===== src/rtl/encoder_framer.sv =====
// Framed rate-1/2, K=3 convolutional encoder (g0=7, g1=5) with a one-entry
// output register, two-symbol zero tail and a last-symbol marker.
module encoder_framer #(
    parameter int FRAME_LEN = 8
) (
    input  logic       clk,
    input  logic       rst_n,
    input  logic       start,
    input  logic       bit_in,
    input  logic       bit_valid,
    output logic       bit_ready,
    output logic [1:0] code_out,
    output logic       code_valid,
    input  logic       code_ready,
    output logic       code_last,
    output logic       busy,
    output logic [1:0] dbg_state_o
);

    localparam int CNT_W = $clog2(FRAME_LEN + 1);
    localparam logic [CNT_W-1:0] LAST_IDX = CNT_W'(FRAME_LEN - 1);

    localparam logic [1:0] ST_IDLE   = 2'd0;
    localparam logic [1:0] ST_ENCODE = 2'd1;
    localparam logic [1:0] ST_FLUSH  = 2'd2;

    // Handshake: a symbol moves when valid and ready are both high on a
    // rising edge; the single output slot may refill on the edge it drains.
    logic [1:0]       state_q, state_d;
    logic [1:0]       s_q, s_d;
    logic [CNT_W-1:0] cnt_q, cnt_d;
    logic             tail_q, tail_d;
    logic [1:0]       code_q, code_d;
    logic             valid_q, valid_d;
    logic             last_q, last_d;

    logic slot_free;
    logic load;
    logic u;
    logic mark_last;

    assign slot_free   = !valid_q || code_ready;
    assign bit_ready   = (state_q == ST_ENCODE) && slot_free;
    assign code_out    = code_q;
    assign code_valid  = valid_q;
    assign code_last   = last_q;
    assign busy        = (state_q != ST_IDLE);
    assign dbg_state_o = state_q;

    always_comb begin
        state_d   = state_q;
        s_d       = s_q;
        cnt_d     = cnt_q;
        tail_d    = tail_q;
        code_d    = code_q;
        valid_d   = valid_q;
        last_d    = last_q;
        load      = 1'b0;
        u         = 1'b0;
        mark_last = 1'b0;

        if (code_ready) begin
            valid_d = 1'b0;
            last_d  = 1'b0;
        end

        case (state_q)
            ST_IDLE: begin
                if (start) begin
                    state_d = ST_ENCODE;
                    s_d     = 2'b00;
                    cnt_d   = '0;
                    tail_d  = 1'b0;
                end
            end
            ST_ENCODE: begin
                if (bit_valid && slot_free) begin
                    load  = 1'b1;
                    u     = bit_in;
                    cnt_d = cnt_q + CNT_W'(1);
                    if (cnt_q == LAST_IDX) begin
                        state_d = ST_FLUSH;
                        tail_d  = 1'b0;
                    end
                end
            end
            ST_FLUSH: begin
                if (slot_free) begin
                    load = 1'b1;
                    if (tail_q) begin
                        mark_last = 1'b1;
                        state_d   = ST_IDLE;
                        tail_d    = 1'b0;
                    end else begin
                        tail_d = 1'b1;
                    end
                end
            end
            default: state_d = ST_IDLE;
        endcase

        // code_out is {c0, c1}; the shift register keeps the newest bit in s[1].
        if (load) begin
            code_d  = {u ^ s_q[1] ^ s_q[0], u ^ s_q[0]};
            valid_d = 1'b1;
            last_d  = mark_last;
            s_d     = {u, s_q[1]};
        end
    end

    always_ff @(posedge clk or negedge rst_n) begin
        if (!rst_n) begin
            state_q <= ST_IDLE;
            s_q     <= 2'b00;
            cnt_q   <= '0;
            tail_q  <= 1'b0;
            code_q  <= 2'b00;
            valid_q <= 1'b0;
            last_q  <= 1'b0;
        end else begin
            state_q <= state_d;
            s_q     <= s_d;
            cnt_q   <= cnt_d;
            tail_q  <= tail_d;
            code_q  <= code_d;
            valid_q <= valid_d;
            last_q  <= last_d;
        end
    end

endmodule

===== config.mk =====
export PLATFORM = sky130hd
export DESIGN_NAME = encoder_framer
export DESIGN_NICKNAME = d
export VERILOG_FILES = /design/src/rtl/encoder_framer.sv
export SDC_FILE = /design/constraint.sdc
export NUM_CORES = 1
export LEC_CHECK = 0
export CAP_MARGIN = 20
export CELL_PAD_IN_SITES_DETAIL_PLACEMENT = 0
export CELL_PAD_IN_SITES_GLOBAL_PLACEMENT = 1
export CORE_UTILIZATION = 35
export CTS_BUF_LIST = sky130_fd_sc_hd__clkbuf_2 sky130_fd_sc_hd__clkbuf_4 sky130_fd_sc_hd__clkbuf_8
export CTS_CLUSTER_DIAMETER = 60
export DETAILED_ROUTE_END_ITERATION = 12
export DONT_BUFFER_PORTS = 1
export HOLD_SLACK_MARGIN = 0.03
export PLACE_DENSITY_LB_ADDON = 0.1
export SLEW_MARGIN = 20
export SYNTH_ARGS = -nofsm -noshare
export SYNTH_HDL_FRONTEND = slang
export SYNTH_SLANG_ARGS = --single-unit

===== constraint.sdc =====
create_clock -name clk -period 2 [get_ports clk]
set_input_delay 0.3 -clock clk [delete_from_list [all_inputs] [get_ports clk]]
set_output_delay 0.3 -clock clk [all_outputs]
set_load 0.02 [all_outputs]

==> Word-level counts from Yosys, hierarchy flattened <==
Index checks and enable logic that the tools add are counted.
{ "word_totals": {"mem_count": 0, "mem_bits_ro": 0, "register_bits": 13, "latchBits": 0, "mem_bits_rw": 0, "output_inout_bits": 8} }
{ "op_classes": {"n_eq_ne": 8, "n_div": 0, "mul": 0, "n_shift": 0, "order_cmp": 0, "muxes": 29, "add_sub_neg": 1, "bitwise": 3, "n_reduce_logical": 15} }
{ "op_table": {"columns": ["cell", "count"], "rows": [
  ["two-way mux 2 bit", 8],
  ["two-way mux 1 bit", 15],
  ["AND reduction 5 bit", 2],
  ["nonzero test 2 bit", 5],
  ["two-way mux 4 bit", 2],
  ["case mux 4 bit (2 select lines)", 1],
  ["inequality test 2 bit (second input constant)", 3],
  ["case mux 2 bit (3 select lines)", 1],
  ["adder 4 x 1 -> 4 bit (second input constant)", 1],
  ["equality test 4 x 3 -> 1 bit (second input constant)", 1],
  ["inequality test 2 x 1 -> 1 bit (second input constant)", 2],
  ["case mux 1 bit (3 select lines)", 1],
  ["AND reduction 3 bit", 1],
  ["nonzero test 3 bit", 1],
  ["XOR 1 bit", 3],
  ["equality test 2 x 1 -> 1 bit (second input constant)", 1],
  ["equality test 2 bit (second input constant)", 1],
  ["logical AND 1 bit", 2],
  ["zero test 2 bit", 1],
  ["case mux 1 bit (2 select lines)", 1],
  ["AND reduction 2 bit", 1],
  ["zero test 1 bit", 1],
  ["logical OR 1 bit", 1]
]} }

==> Depth between registers and ports, before layout <==
Gate-level depths: netlist (run 1).
{ "logic_depth": {"ltp_word": 7, "mapped_depth": 7} }

==> Least setup slack after synthesis (run 1) <==
Ideal clock, no wire load.
{ "synth_timing": {"path_type": "flip-flop to flip-flop", "startpoint": "register state_q[0] (netlist: dbg_state_o[0])", "endpoint": "register cnt_q[0]", "setup_time_ns": 0.125, "path_buffers": 0, "arrival_ns": 1.765, "stages_incl_launch_ff": 7, "slack_ns": 0.110, "synth_period_minus_slack_ns": 1.890, "path_cell_list": "dfrtp_1 > inv_1 > ha_1 > inv_1 > nor2_1 > or3_1 > mux2_2"} }
{ "synth_between": {"elab_chain_cells": 3, "word_cells_on_any_way": 7, "classes_between": "eq/ne: 3; mux: 1; reduce/logical: 3"} }
{ "synth_rtl": {"columns": ["item", "line", "text"], "rows": [
  ["start, declared", "29", "logic [1:0] state_q, state_d;"],
  ["start signal, assigned", "121", "state_q <= state_d;"],
  ["equality test 2 x 1 -> 1 bit or zero test 2 bit (tied branches)", "67", "case (state_q)"],
  ["inequality test 2 x 1 -> 1 bit (no source line) (tied with other cells)", null, null],
  ["AND reduction 3 bit (no source line)", null, null],
  ["end signal, assigned", "123", "cnt_q <= cnt_d;"],
  ["end, declared", "31", "logic [CNT_W-1:0] cnt_q, cnt_d;"]
]} }
Several ways; a longest one is shown, not always the timed one.
A chain may end at the register's enable or synchronous reset.

==> Worst setup path in the final report (run 1) <==
{ "layout_timing": {"startpoint": "register state_q[0] (netlist: dbg_state_o[0])", "endpoint": "register state_q[0] (netlist: dbg_state_o[0])"} }
{ "layout_between": {"elab_chain_cells": 3, "word_cells_on_any_way": 10, "classes_between": "eq/ne: 7; mux: 1; reduce/logical: 2"} }
{ "layout_rtl": {"columns": ["item", "line"], "rows": [
  ["equality test 2 x 1 -> 1 bit (tied with other cells)", "67"],
  ["inequality test 2 x 1 -> 1 bit (no source line) or inequality test 2 bit (tied branches)", null],
  ["AND reduction 5 bit (no source line)", null]
]} }
Several ways; a longest one is shown, not always the timed one.

==> results.ini, run 1 <==
[status]
outcome=complete, no violations

[yosys]
synth-seq-cells=13
synth_area_per_cell_sq_um=10.4
synth_most_common_cell=dfrtp_1
ys_seq_area_frac=0.417
yosys.area.top_type=dfrtp_1
syn_nets=87
synth_cell_types=35
synth_enable_flop_cells=0
synth_top_area_frac=0.417
yosysWarnings=0
synth_commonest_cells=dfrtp_1, nand2_1, ha_1
synthTopCellsByArea=dfrtp_1, ha_1, mux2i_1
syn-instance-count=75
async_flop_share=1.00
ys.flop_type=dfrtp_1
synth_area_sq_um=779

[cts]
clk_pin_slew_ns=0.08
cts_tree=yes
htreeDepth=1
cts-root-buf=clkbuf_4
clockBufferDepth=2
clkSinkCount=13
postCtsSetupRepairBufs=0
clock_latency_ns=0.27
cts_inserted_buffers=3

[global_routing]
grt_pass1_vias=594
antenna_found_initial=0
grt_usage=0.155
gr-total-overflow=0
grt_pass1_wl_mm=2.73
grt_max_degree=14

[sta]
drv_slew=0
min_period_over_period=0.888
hold_violations=0
setup_viol=0
max_freq_mhz=563
rsz0062_at_grt=no
skew_ns=0.00110
finalSetupTns_ns=0
worst_pin_slew_ns=0.602
relSlewSlack=0.597
period_minus_slack_ns=1.78

[floorplan]
coreArea_sq_um=2020
die_y_um=49.2
row_count=16
start_util=0.386
die_x_um=49.2
dieArea_sq_um=2420
io_pins=14

[detailed_routing]
drtAntennaViolNets=0
wire_per_inst_um=13.7
drtPass1Iterations=4
drt_iter0_drc=6
vias=566
routed_via_density=5.10
routed_wl_mm=1.53
drc=0

[setup_path]
cp-start-kind=flip-flop
criticalPathCategory=flip-flop to flip-flop
worstPathRequired_ns=2.16
arrival_ns=1.94
critPathMaxFanout=7
end_kind=flip-flop

[cells_and_area]
fillers=195
synthToLayoutAreaGrowth_pct=13.6
drive_above_1_share=0.155
diodes=0
finalInstanceArea_sq_um=886
fin_nets=97

[run]
max_cap_violations=0

[place]
place.gp.congestion=0.766
place_area_sq_um=846
post-dp-hpwl_mm=1.17
portBuffers=0

[power_and_ir_drop]
p_per_area_nw_per_um2=1530
p_leak_nw=0.388
vdd_drop_max_uv=744

[min_path]
hold_path.class=input pin to flip-flop

-- cells in the final DEF (no fill, tap or decap), types with 2 or more instances in the layout --
cell type,count
ha_1,6
dfrtp_1,13
a21oi_1,2
buf_4,5
mux2i_1,3
clkbuf_4,4
nand3_1,3
nand2_1,7
nor2_1,3
o21ai_0,5
mux2_1,2
o21bai_1,2
inv_1,5
-- per-stage QoR --
step | hold WS (ns) | utilization | setup WS [ns] | power (mW) | cells
after detailed placement | 0.00485 | 0.418 | 0.206 | 1.18 | 106
after floorplan | 0.00441 | - | 0.110 | 0.989 | 75
final | 0.188 | 0.438 | 0.224 | 1.36 | 111
after global placement | 0.00483 | 0.418 | 0.249 | 1.18 | 106
after global routing | 0.175 | 0.438 | 0.0457 | 1.49 | 111
after CTS | 0.180 | 0.438 | 0.197 | 1.38 | 111
-- logic make-up (layout without fill, tap and decap cells) --
logic type,after synthesis,in the layout,share of synthesized area
AOI/OAI and AO/OA,16,16,0.141
xor gates and xnor gates,2,2,0.0401
adders and majority gates,6,6,0.0963
buffers and inverters,6,15,0.0305
DFF,13,13,0.417
muxes,6,6,0.0819
and+or+nand+nor,26,26,0.193
-- where the power goes --
| part | leakage (nW) | switching [mW] | internal (mW) |
|---|---|---|---|
| sequential | 0.172 | 0.113 | 0.359 |
| clock | 0.0184 | 0.0854 | 0.0909 |
| combinational | 0.198 | 0.389 | 0.320 |
-- worst paths after layout --
path                                             from                         end  slack (ns)  cells after the start
setup / recovery           dbg_state_o[0]$_DFFE_PN0P_  dbg_state_o[0]$_DFFE_PN0P_        0.22                      6
hold / removal                              bit_valid          s_q[1]$_DFFE_PN0P_        0.19                      2
setup reg to reg           dbg_state_o[0]$_DFFE_PN0P_  dbg_state_o[0]$_DFFE_PN0P_        0.22                      6
hold reg to reg                    s_q[1]$_DFFE_PN0P_          s_q[0]$_DFFE_PN0P_        0.52                      2
max in group asynchronous                       rst_n          s_q[1]$_DFFE_PN0P_        1.14                      1
min in group asynchronous                       rst_n  dbg_state_o[0]$_DFFE_PN0P_        0.47                      1
-- worst max-delay path, stage by stage (launching register included) --
cell      delay (ns)
dfrtp_1         0.43
inv_1           0.12
ha_1            0.20
inv_1           0.06
nor2_1          0.34
a2111o_1        0.18
mux2_1          0.33
-- what timing repair did --
action	CTS	global route
hold buffers	1	0
resized for setup	0	0
hold endpoints to repair	13	0
-- layout make-up --
class	instances	area, sq um	area share
sequential	13	325	0.367
inverter	5	18.8	0.0212
multi-input combinational	56	430	0.486
clock buffer	4	30.0	0.0339
tap	27	33.8	0.0381
timing repair buffer	6	47.5	0.0537
-- layer usage --
metal / global-route usage / up-vias / wire length, um
met5: 0 / - / 0
met4: 0.0833 / 0 / 27
met3: 0.0498 / 4 / 63
met2: 0.231 / 13 / 703
met1: 0.198 / 261 / 731
li1: - / 288 / -
-- flip-flops by register name, summed over array words and instances (netlist names) --
signal,flops
code_last,1
tail_q,1
s_q,2
dbg_state_o,2
code_out,2
cnt_q,4
code_valid,1
Power figures use the tool's default switching activity.
==> run 2: changes to the inputs <==
==> constraint.sdc (replaced) <==
create_clock -name clk -period 2 [get_ports clk]
set_input_delay 0.3 -clock clk [delete_from_list [all_inputs] [get_ports clk]]
set_output_delay 0.3 -clock clk [all_outputs]
set_load 0.1 [all_outputs]
==> run 2 against run 1 <==
Sequential cell count did not move. Fmax down 4.8%. Via count rose by 6.9%. Utilization up 4.2 points. Hold slack lost 0.018 ns. Sequential share of layout area fell by 2.4 points. Critical path depth shrank 1. Global-route usage decreased by 0.56 points. First-iteration DRC count grew to 5.7 times the previous value. Clock skew up 0.0052 ns. Design area increased by 9.6%. Register-to-register slack got worse by 0.07 ns.
==> results.ini, run 2 (synthesized netlist as in run 1, its figures left out) <==
[cts]
clk_pin_slew_ns=0.09
htreeDepth=1
cts-root-buf=clkbuf_4
cts_tree=yes
clkSinkCount=13
clockBufferDepth=2
clock_latency_ns=0.28
cts_inserted_buffers=3

[sta]
finalWorstSetupSlack_ns=0.134
max_freq_mhz=536
drv_slew=0
hold_violations=0
relSlewSlack=0.593
period_minus_slack_ns=1.87
skew_ns=0.00629
rsz0062_at_grt=no
finalSetupTns_ns=0
min_period_over_period=0.933
worst_pin_slew_ns=0.609
setup_viol=0

[detailed_routing]
drtPass1Iterations=4
routed_via_density=5.22
drtAntennaViolNets=0
vias=605
wire_per_inst_um=13.6
routed_wl_mm=1.58
drc=0
drt_iter0_drc=34

[global_routing]
grt_pass1_vias=587
grt_pass1_wl_mm=2.63
antenna_found_initial=0
grt_usage=0.149
gr-total-overflow=0
grt_max_degree=14

[setup_path]
slowest_delay_ns=0.52
r2r_end=dbg_state_o[0]$_DFFE_PN0P_
rrSetupSlack_ns=0.15
cp-start-kind=flip-flop
end_kind=primary output
arrival_ns=1.57
r2r_start=dbg_state_o[1]$_DFFE_PN0P_
crit_path_top_delay_cell=dfrtp_4
worstPathRequired_ns=1.70
critPathMaxFanout=5
path_cells=inv_4 -> ha_1 -> buf_4 -> and2_2 -> buf_12
criticalPathCategory=flip-flop to primary output
reg2reg_depth=5

[place]
post-dp-hpwl_mm=1.20
dp_slack_ns=0.191
portBuffers=0
place.gp.congestion=0.799

[min_path]
holdCritStartpoint=bit_valid
holdPathStages=2
hold_path.class=input pin to flip-flop
hold_end=s_q[1]$_DFFE_PN0P_

[floorplan]
die_y_um=49.2
row_count=16
start_util=0.386
coreArea_sq_um=2020
io_pins=14
die_x_um=49.2
dieArea_sq_um=2420

[cells_and_area]
synthToLayoutAreaGrowth_pct=24.6
drive_above_1_share=0.292
fin_nets=102
fillers=199
largest_reg_flops=4
diodes=0
top_register=cnt_q
final_cell_mix=dfrtp_1, buf_4, nand2_1
final_common_cell=dfrtp_1

[run]
max_cap_violations=0

[status]
outcome=complete, no violations

## run 2: changes by cell type in the layout (fill, tap and decap cells not counted), sizes merged
| cell | previous run | this run |
|---|---|---|
| inv | 5 | 4 |
| clkinvlp | 0 | 1 |
| buf | 5 | 10 |
| clkinv | 0 | 1 |
| clkbuf | 4 | 3 |
## run 2: worst max-delay path by stage
stage,start,to,slack (ns),cells after the start
2_1_floorplan,dbg_state_o[1]$_DFFE_PN0P_,dbg_state_o[0]$_DFFE_PN0P_,-0.20,6
3_3_place_gp,dbg_state_o[1]$_DFFE_PN0P_,dbg_state_o[1]$_DFFE_PN0P_,0.20,5
3_5_place_dp,dbg_state_o[1]$_DFFE_PN0P_,dbg_state_o[0]$_DFFE_PN0P_,0.19,5
4_1_cts,dbg_state_o[1]$_DFFE_PN0P_,bit_ready,0.14,5
5_1_grt,dbg_state_o[0]$_DFFE_PN0P_,tail_q$_DFFE_PN0P_,0.08,5
6_report,dbg_state_o[1]$_DFFE_PN0P_,bit_ready,0.13,5
## run 2: area by class of cell
cell class | instances | area (sq um) | share of cell area
clock buffers | 3 | 22.5 | 0.0232
clock inverters | 1 | 5.00 | 0.00515
inverters | 5 | 27.5 | 0.0284
multi-input cells | 56 | 452 | 0.465
flip-flops and latches | 13 | 333 | 0.343
well taps | 27 | 33.8 | 0.0348
repair buffers | 11 | 97.6 | 0.101
## run 2: through the flow
step,utilization,instances,cell area [sq um],hold WS (ns)
after CTS,0.480,116,971,0.170
after global placement,0.462,111,933,0.00484
after detailed placement,0.462,111,933,0.00480
after global routing,0.480,116,971,0.182
after floorplan,-,75,817,0.00441
final,0.480,116,971,0.171
## run 2: worst max-delay path: cells and delay by family, from the launching register on
kind                       cells  cell delay [ns]
buffers and inverters          3             0.41
DFF                            1             0.52
and+or+nand+nor                1             0.16
adders and majority gates      1             0.20
## run 2: per-layer routing
metal | track usage | vias to the layer above | part of all wire
li1 | - | 300 | -
met1 | 0.177 | 282 | 0.43
met2 | 0.242 | 19 | 0.47
met3 | 0.0654 | 4 | 0.081
met4 | 0.0441 | 0 | 0.012
met5 | 0 | - | 0
## run 2: timing repair
item,in CTS,in global routing
buffers inserted,0,0
hold buffers,1,0
hold endpoints to repair,13,0
gates resized for setup,0,0
endpoints found under the setup margin,0,0
Power of run 2 is not shown: default switching activity piles up to over one toggle a cycle in this logic, so the estimate is an artifact.
